$ cat src/rtl/conv_pkg.sv
// conv_pkg: shared definitions for the conv_peak_detect slice.
//   SAMPLE_W / ENERGY_W : field and energy widths of the CONVCOR result stream
//   state_t             : burst FSM states
//   get_re / get_im     : split a packed {re, im} sample into signed fields
package conv_pkg;

  localparam int unsigned SAMPLE_W = 18;
  localparam int unsigned ENERGY_W = 36;

  typedef enum logic [1:0] {
    IDLE,
    ACC,
    DRAIN,
    REPORT
  } state_t;

  typedef logic signed [SAMPLE_W-1:0] sample_t;
  typedef logic        [ENERGY_W-1:0] energy_t;

  function automatic sample_t get_re(input logic [2*SAMPLE_W-1:0] d);
    return d[2*SAMPLE_W-1:SAMPLE_W];
  endfunction

  function automatic sample_t get_im(input logic [2*SAMPLE_W-1:0] d);
    return d[SAMPLE_W-1:0];
  endfunction

endpackage

$ cat src/rtl/conv_peak_detect_if.sv
// conv_peak_detect_if: sample stream in, burst report out.
//   in_valid/in_data          : {re, im} sample stream from CONVCOR
//   out_valid                 : one-cycle report pulse
//   out_peak/out_idx/out_len  : peak energy, its index, burst length
//   out_ovf                   : burst was longer than MAX_LEN
//   out_err                   : sticky, a sample was dropped in DRAIN/REPORT
// slave modport is the detector side, master is the source/sink side.
interface conv_peak_detect_if #(
  parameter int unsigned IDX_W = 4
);
  import conv_pkg::*;

  logic                  in_valid;
  logic [2*SAMPLE_W-1:0] in_data;
  logic                  out_valid;
  energy_t               out_peak;
  logic [IDX_W-1:0]      out_idx;
  logic [IDX_W-1:0]      out_len;
  logic                  out_ovf;
  logic                  out_err;

  modport master (
    output in_valid, in_data,
    input  out_valid, out_peak, out_idx, out_len, out_ovf, out_err
  );

  modport slave (
    input  in_valid, in_data,
    output out_valid, out_peak, out_idx, out_len, out_ovf, out_err
  );

endinterface

$ cat src/rtl/conv_energy.sv
// conv_energy: two-stage per-sample energy pipe, carrying the sample index.
//   clk, rst              : clock, synchronous active-high reset
//   in_valid/in_data/in_idx : sample and its burst index
//   out_valid/out_energy/out_idx : energy two cycles later
// Default: energy = re*re + im*im (signed squares, unsigned 36-bit sum).
// Macro CONV_PEAK_L1_EN: energy = |re| + |im|, zero-extended to 36 bits.
module conv_energy
  import conv_pkg::*;
#(
  parameter int unsigned IDX_W = 4
) (
  input  logic                  clk,
  input  logic                  rst,
  input  logic                  in_valid,
  input  logic [2*SAMPLE_W-1:0] in_data,
  input  logic [IDX_W-1:0]      in_idx,
  output logic                  out_valid,
  output energy_t               out_energy,
  output logic [IDX_W-1:0]      out_idx
);

  sample_t          re;
  sample_t          im;
  logic             s1_valid;
  logic [IDX_W-1:0] s1_idx;

  assign re = get_re(in_data);
  assign im = get_im(in_data);

`ifdef CONV_PEAK_L1_EN
  // Unsigned magnitudes; -(-2^17) wraps to 2^17, which is correct unsigned.
  logic [SAMPLE_W-1:0] abs_re;
  logic [SAMPLE_W-1:0] abs_im;
  logic [SAMPLE_W-1:0] s1_a;
  logic [SAMPLE_W-1:0] s1_b;
  logic [SAMPLE_W:0]   sum;

  always_comb begin
    abs_re = re[SAMPLE_W-1] ? -re : re;
    abs_im = im[SAMPLE_W-1] ? -im : im;
    sum    = {1'b0, s1_a} + {1'b0, s1_b};
  end
`else
  logic signed [ENERGY_W-1:0] re_x;
  logic signed [ENERGY_W-1:0] im_x;
  energy_t                    s1_a;
  energy_t                    s1_b;
  energy_t                    sum;

  // Sign-extend first so the products are full 36-bit signed squares.
  always_comb begin
    re_x = ENERGY_W'(re);
    im_x = ENERGY_W'(im);
    sum  = s1_a + s1_b;
  end
`endif

  always_ff @(posedge clk) begin
    if (rst) begin
      s1_valid   <= 1'b0;
      s1_idx     <= '0;
      s1_a       <= '0;
      s1_b       <= '0;
      out_valid  <= 1'b0;
      out_idx    <= '0;
      out_energy <= '0;
    end else begin
      s1_valid  <= in_valid;
      s1_idx    <= in_idx;
`ifdef CONV_PEAK_L1_EN
      s1_a       <= abs_re;
      s1_b       <= abs_im;
      out_energy <= ENERGY_W'(sum);
`else
      s1_a       <= re_x * re_x;
      s1_b       <= im_x * im_x;
      out_energy <= sum;
`endif
      out_valid <= s1_valid;
      out_idx   <= s1_idx;
    end
  end

endmodule

$ cat src/rtl/conv_peak_detect.sv
// conv_peak_detect: per-burst peak energy detector behind the CONVCOR stage.
//   clk, rst : clock, synchronous active-high reset
//   bus      : conv_peak_detect_if.slave (sample stream in, burst report out)
// Parameters: MAX_LEN (length saturation), IDX_W (index/length width,
// 2**IDX_W > MAX_LEN). Macro CONV_PEAK_L1_EN selects |re|+|im| energy
// inside conv_energy; latency is unchanged.
module conv_peak_detect
  import conv_pkg::*;
#(
  parameter int unsigned MAX_LEN = 8,
  parameter int unsigned IDX_W   = 4
) (
  input logic                clk,
  input logic                rst,
  conv_peak_detect_if.slave  bus
);

  localparam logic [IDX_W-1:0] LEN_MAX = IDX_W'(MAX_LEN);

  state_t           state;
  state_t           state_nxt;
  logic             drain_cnt;
  logic [IDX_W-1:0] len;
  logic             ovf;

  logic             accept;
  logic             set_ovf;
  logic             drop_err;
  logic             load_report;
  logic [IDX_W-1:0] pipe_idx;

  logic             e_valid;
  energy_t          e_energy;
  logic [IDX_W-1:0] e_idx;

  logic             has_max;
  energy_t          max_e;
  logic [IDX_W-1:0] max_idx;

  conv_energy #(.IDX_W(IDX_W)) u_energy (
    .clk        (clk),
    .rst        (rst),
    .in_valid   (accept),
    .in_data    (bus.in_data),
    .in_idx     (pipe_idx),
    .out_valid  (e_valid),
    .out_energy (e_energy),
    .out_idx    (e_idx)
  );

  always_comb begin
    state_nxt   = state;
    accept      = 1'b0;
    set_ovf     = 1'b0;
    drop_err    = 1'b0;
    load_report = 1'b0;
    pipe_idx    = (state == IDLE) ? '0 : len;
    case (state)
      IDLE: begin
        if (bus.in_valid) begin
          accept    = 1'b1;
          state_nxt = ACC;
        end
      end
      ACC: begin
        if (bus.in_valid) begin
          if (len < LEN_MAX) accept  = 1'b1;
          else               set_ovf = 1'b1;
        end else begin
          state_nxt = DRAIN;
        end
      end
      DRAIN: begin
        drop_err = bus.in_valid;
        if (drain_cnt) begin
          load_report = 1'b1;
          state_nxt   = REPORT;
        end
      end
      REPORT: begin
        drop_err  = bus.in_valid;
        state_nxt = IDLE;
      end
      default: state_nxt = IDLE;
    endcase
  end

  always_ff @(posedge clk) begin
    if (rst) begin
      state         <= IDLE;
      drain_cnt     <= 1'b0;
      len           <= '0;
      ovf           <= 1'b0;
      has_max       <= 1'b0;
      max_e         <= '0;
      max_idx       <= '0;
      bus.out_valid <= 1'b0;
      bus.out_peak  <= '0;
      bus.out_idx   <= '0;
      bus.out_len   <= '0;
      bus.out_ovf   <= 1'b0;
      bus.out_err   <= 1'b0;
    end else begin
      state     <= state_nxt;
      // Second DRAIN cycle is the one that loads the report.
      drain_cnt <= (state == DRAIN) && !drain_cnt;

      if (state == REPORT) begin
        len <= '0;
        ovf <= 1'b0;
      end else if (accept) begin
        len <= (state == IDLE) ? IDX_W'(1) : len + 1'b1;
        if (state == IDLE) ovf <= 1'b0;
      end else if (set_ovf) begin
        ovf <= 1'b1;
      end

      // Strict '>' keeps the first occurrence on ties; has_max forces the
      // first energy of a burst to load even when it is zero.
      if (state == REPORT) begin
        has_max <= 1'b0;
        max_e   <= '0;
        max_idx <= '0;
      end else if (e_valid && (!has_max || e_energy > max_e)) begin
        has_max <= 1'b1;
        max_e   <= e_energy;
        max_idx <= e_idx;
      end

      bus.out_valid <= load_report;
      if (load_report) begin
        bus.out_peak <= max_e;
        bus.out_idx  <= max_idx;
        bus.out_len  <= len;
        bus.out_ovf  <= ovf;
      end
      if (drop_err) bus.out_err <= 1'b1;
    end
  end

endmodule

$ cat src/flat_wrapper.sv
// flat-port wrapper written by rule: the top's interface ports become plain ports
module conv_peak_detect_flat import conv_pkg::*;
#(
  parameter int unsigned MAX_LEN = 8,
  parameter int unsigned IDX_W   = 4
)
  (clk, rst, bus_in_valid, bus_in_data, bus_out_valid, bus_out_peak, bus_out_idx, bus_out_len, bus_out_ovf, bus_out_err);
  conv_peak_detect_if #(.IDX_W(IDX_W)) bus_i ();
  input logic clk;
  input logic rst;
  input wire logic [$bits(bus_i.in_valid)-1:0] bus_in_valid;
  input wire logic [$bits(bus_i.in_data)-1:0] bus_in_data;
  output wire logic [$bits(bus_i.out_valid)-1:0] bus_out_valid;
  output wire logic [$bits(bus_i.out_peak)-1:0] bus_out_peak;
  output wire logic [$bits(bus_i.out_idx)-1:0] bus_out_idx;
  output wire logic [$bits(bus_i.out_len)-1:0] bus_out_len;
  output wire logic [$bits(bus_i.out_ovf)-1:0] bus_out_ovf;
  output wire logic [$bits(bus_i.out_err)-1:0] bus_out_err;
  assign bus_i.in_valid = bus_in_valid;
  assign bus_i.in_data = bus_in_data;
  assign bus_out_valid = bus_i.out_valid;
  assign bus_out_peak = bus_i.out_peak;
  assign bus_out_idx = bus_i.out_idx;
  assign bus_out_len = bus_i.out_len;
  assign bus_out_ovf = bus_i.out_ovf;
  assign bus_out_err = bus_i.out_err;
  conv_peak_detect #(.MAX_LEN(MAX_LEN), .IDX_W(IDX_W)) u_core (.clk(clk), .rst(rst), .bus(bus_i));
endmodule
$ cat config.mk
export PLATFORM = sky130hd
export DESIGN_NAME = conv_peak_detect_flat
export DESIGN_NICKNAME = d
export VERILOG_FILES = /design/src/rtl/conv_pkg.sv /design/src/rtl/conv_peak_detect_if.sv /design/src/rtl/conv_energy.sv /design/src/rtl/conv_peak_detect.sv /design/src/flat_wrapper.sv
export SDC_FILE = /design/constraint.sdc
export NUM_CORES = 2
export LEC_CHECK = 0
export CAP_MARGIN = 10
export CORE_MARGIN = 3
export CORE_UTILIZATION = 65
export DETAILED_ROUTE_END_ITERATION = 8
export PLACE_DENSITY = 0.87
export SETUP_SLACK_MARGIN = 0.02
export SYNTH_ARGS = -nofsm -noshare
export SYNTH_HDL_FRONTEND = slang
export SYNTH_HIERARCHICAL = 1
export SYNTH_SLANG_ARGS = --single-unit
$ cat constraint.sdc
create_clock -name clk -period 12.4 [get_ports clk]
set_clock_uncertainty 0.15 [all_clocks]
set_input_delay 1.24 -clock clk [delete_from_list [all_inputs] [get_ports clk]]
set_output_delay 1.24 -clock clk [all_outputs]
set_load 0.05 [all_outputs]
==> metrics.cfg <==
[min_path]
min_to=u_core/max_idx[2]
holdPathStages=2
hp-start=u_core/u_energy/out_idx[2]
min_path_type=flop to flop

[sta]
setup_tns_ns=0
final_hold_viol_count=0
period_needed_ns=8.12
fmax_mhz=123
drv_slew=0
grt_setup_unrepaired=false
timing.final.ws_setup_ns=4.28
timing.final.crit_share_pct=65.5
worst_pin_slew_ns=1.03
setup_viol=0
maxSlewHeadroom_pct=31.0

[placement]
placed_area_mm2=0.0320
post-dp-hpwl_mm=52.3
io_buffers=85
place_ws_ns=3.81
dp_cells=3978
gp_congestion=0.897

[clock_tree]
cts_tree=done
cts_hold_buffers=0
clock_latency_ns=0.53
clockBufferDepth=3
cts_buffers=23
cts_setup_buffers=0
cts_resized=0
clock_sinks=212
clk_pin_slew_ns=0.06
htree_num_levels=1
root_buffer=clkbuf_16

[die]
die_area_mm2=0.0499
die_w_um=223
rows=79
initial_core_util_pct=65.9
design.core.area_mm2=0.0467
die_h_um=223
io_pins=86

[global_routing]
grt_pass1_vias=24100
grt.total_usage_pct=26.9
antenna_found_initial=0
overflow=0
grt_max_degree=78
grt_pass1_wl_mm=110

[synthesis]
synth_xor_area_share_pct=2.96
synth_nets=4286
syn-cell-area_mm2=0.0307
synth_top_family_by_area=adder cells
synth-seq-cells=212
synthFlopType=dfxtp_1
yosys.area_share.simple_pct=12.7
yosysSeqAreaShare_pct=13.8
ys_types=77
synth-edff-count=0
synthMuxAreaShare_pct=1.83
async_reset_ff_share_pct=0
synth_cells=3372
synth.avg_cell_area_um2=9.12
synth_fa_ha_area_share_pct=49.9
synth_compound_area_share_pct=6.87
synth-warning-count=6

[setup_path]
r2r.worst_path.cells=10
r2r-start=u_core/u_energy/s1_a[12]
reg2reg_to=u_core/u_energy/out_energy[34]
worst-path-max-fanout=21
cp.arrival_ns=8.36
worstPathRequired_ns=12.64
r2r_slack_ns=9.23
cp-start-kind=primary input
critPathKind=primary input to flop
critPathCaptureType=flop

[cells_and_area]
fin_nets=4310
diodes=0
final_area_mm2=0.0328
drive_gt1_share_pct=2.49
area_growth_pct=6.55
final_cell_mix=858 x inv_1, 586 x fa_1, 436 x nand2_1
final_common_cell=inv_1
final_cells=4018

[drt]
wl_mm=64.4
ant_nets=0
wl_per_cell_um=16.0
drt_iter0_drc=1412
vias=22000
drc_errors=0
dr.pass1.iters=6
vias_per_cell=5.47

[status]
status=finished clean

[job]
timing.max_cap.violations=0

-- Yosys cell counts (all sizes together), types with 13 or more instances --
cell type,number,area (um2)
nand2,436,1640
nor2,139,524
nand4,13,100
clkbuf,88,330
fa,586,11700
a21oi,121,606
dfxtp,212,4240
nor2b,61,389
nand2b,21,131
xnor2,61,534
mux2i,46,460
nor3,29,150
a31oi,13,103
ha,289,3620
o21ai,43,223
nand3,20,100
o21a,17,128
inv,858,3220
and2,88,551
xor2,43,377
a21o,48,360
-- cells by family after synthesis --
logic type               Yosys count
adder cells (fa/ha/maj)          875
XOR/XNOR                         104
AO/OA/AOI/OAI                    318
AND/OR/NAND/NOR                  850
flip-flops                       212
buffers and inverters            958
multiplexers                      55
-- critical path, cell delays in order --
cell and delay [ns]:
clkdlybuf4s50_1 1.09, nand2_1 0.25, fa_1 0.60, inv_1 0.14, fa_1 0.86, fa_1 0.52
fa_1 0.50, fa_1 0.48, inv_1 0.06, fa_1 0.49, inv_1 0.04, ha_1 0.41
and3_1 0.24, and3_1 0.26, nand3_1 0.10, o32ai_1 0.45, o21ai_1 0.10, a21oi_1 0.17
mux2_2 0.34
-- sequential cells by signal (all words and copies together) (netlist names) --
register and cells:
u_core/u_energy/s1_valid 1, u_core/has_max 1, u_core/bus.out_ovf 1, u_core/ovf 1, u_core/len 4, u_core/u_energy/s1_a 35
u_core/bus.out_len 4, u_core/u_energy/s1_idx 4, u_core/u_energy/out_idx 4, u_core/state 2, u_core/bus.out_peak 36, u_core/u_energy/out_valid 1
u_core/bus.out_err 1, u_core/bus.out_valid 1, u_core/max_e 36, u_core/bus.out_idx 4, u_core/max_idx 4, u_core/u_energy/out_energy 36
u_core/drain_cnt 1, u_core/u_energy/s1_b 35
-- worst max path at each step --
stage              startpoint                        to  slack [ns]  cells after the start
3_3_place_gp   bus_in_data[3]  u_core/u_energy/s1_b[34]        4.04                     19
5_1_grt        bus_in_data[0]  u_core/u_energy/s1_b[34]        3.84                     23
3_5_place_dp   bus_in_data[0]  u_core/u_energy/s1_b[34]        3.81                     23
6_report       bus_in_data[3]  u_core/u_energy/s1_b[34]        4.28                     19
2_1_floorplan  bus_in_data[5]  u_core/u_energy/s1_b[27]        5.01                     22
4_1_cts        bus_in_data[0]  u_core/u_energy/s1_b[34]        4.32                     23
-- per-layer routing --
layer / up-vias / global-route usage [%] / wire length, um
met4: 0 / 10.7 / 2760
met2: 686 / 49.5 / 34200
met1: 10900 / 31.9 / 24200
li1: 10200 / - / -
met5: - / 0 / 0
met3: 225 / 3.47 / 3290
-- stage by stage --
| step | util [%] | hold WS (ns) |
|---|---|---|
| after floorplan | - | 0.264 |
| after global placement | 68.6 | 0.266 |
| after detailed placement | 68.6 | 0.270 |
| after CTS | 70.2 | 0.286 |
| after global routing | 70.2 | 0.296 |
| final | 70.2 | 0.283 |
-- area by class of cell --
class | instances | area, um2
clock buffers | 32 | 639
clock inverters | 8 | 90.1
fillers | 3343 | 13900
inverters | 858 | 3220
multi-input cells | 2202 | 22800
flip-flops and latches | 212 | 4240
well taps | 607 | 759
repair buffers | 99 | 957
Power is not shown: default switching activity piles up to over one toggle a cycle in this logic, so the estimate is an artifact.
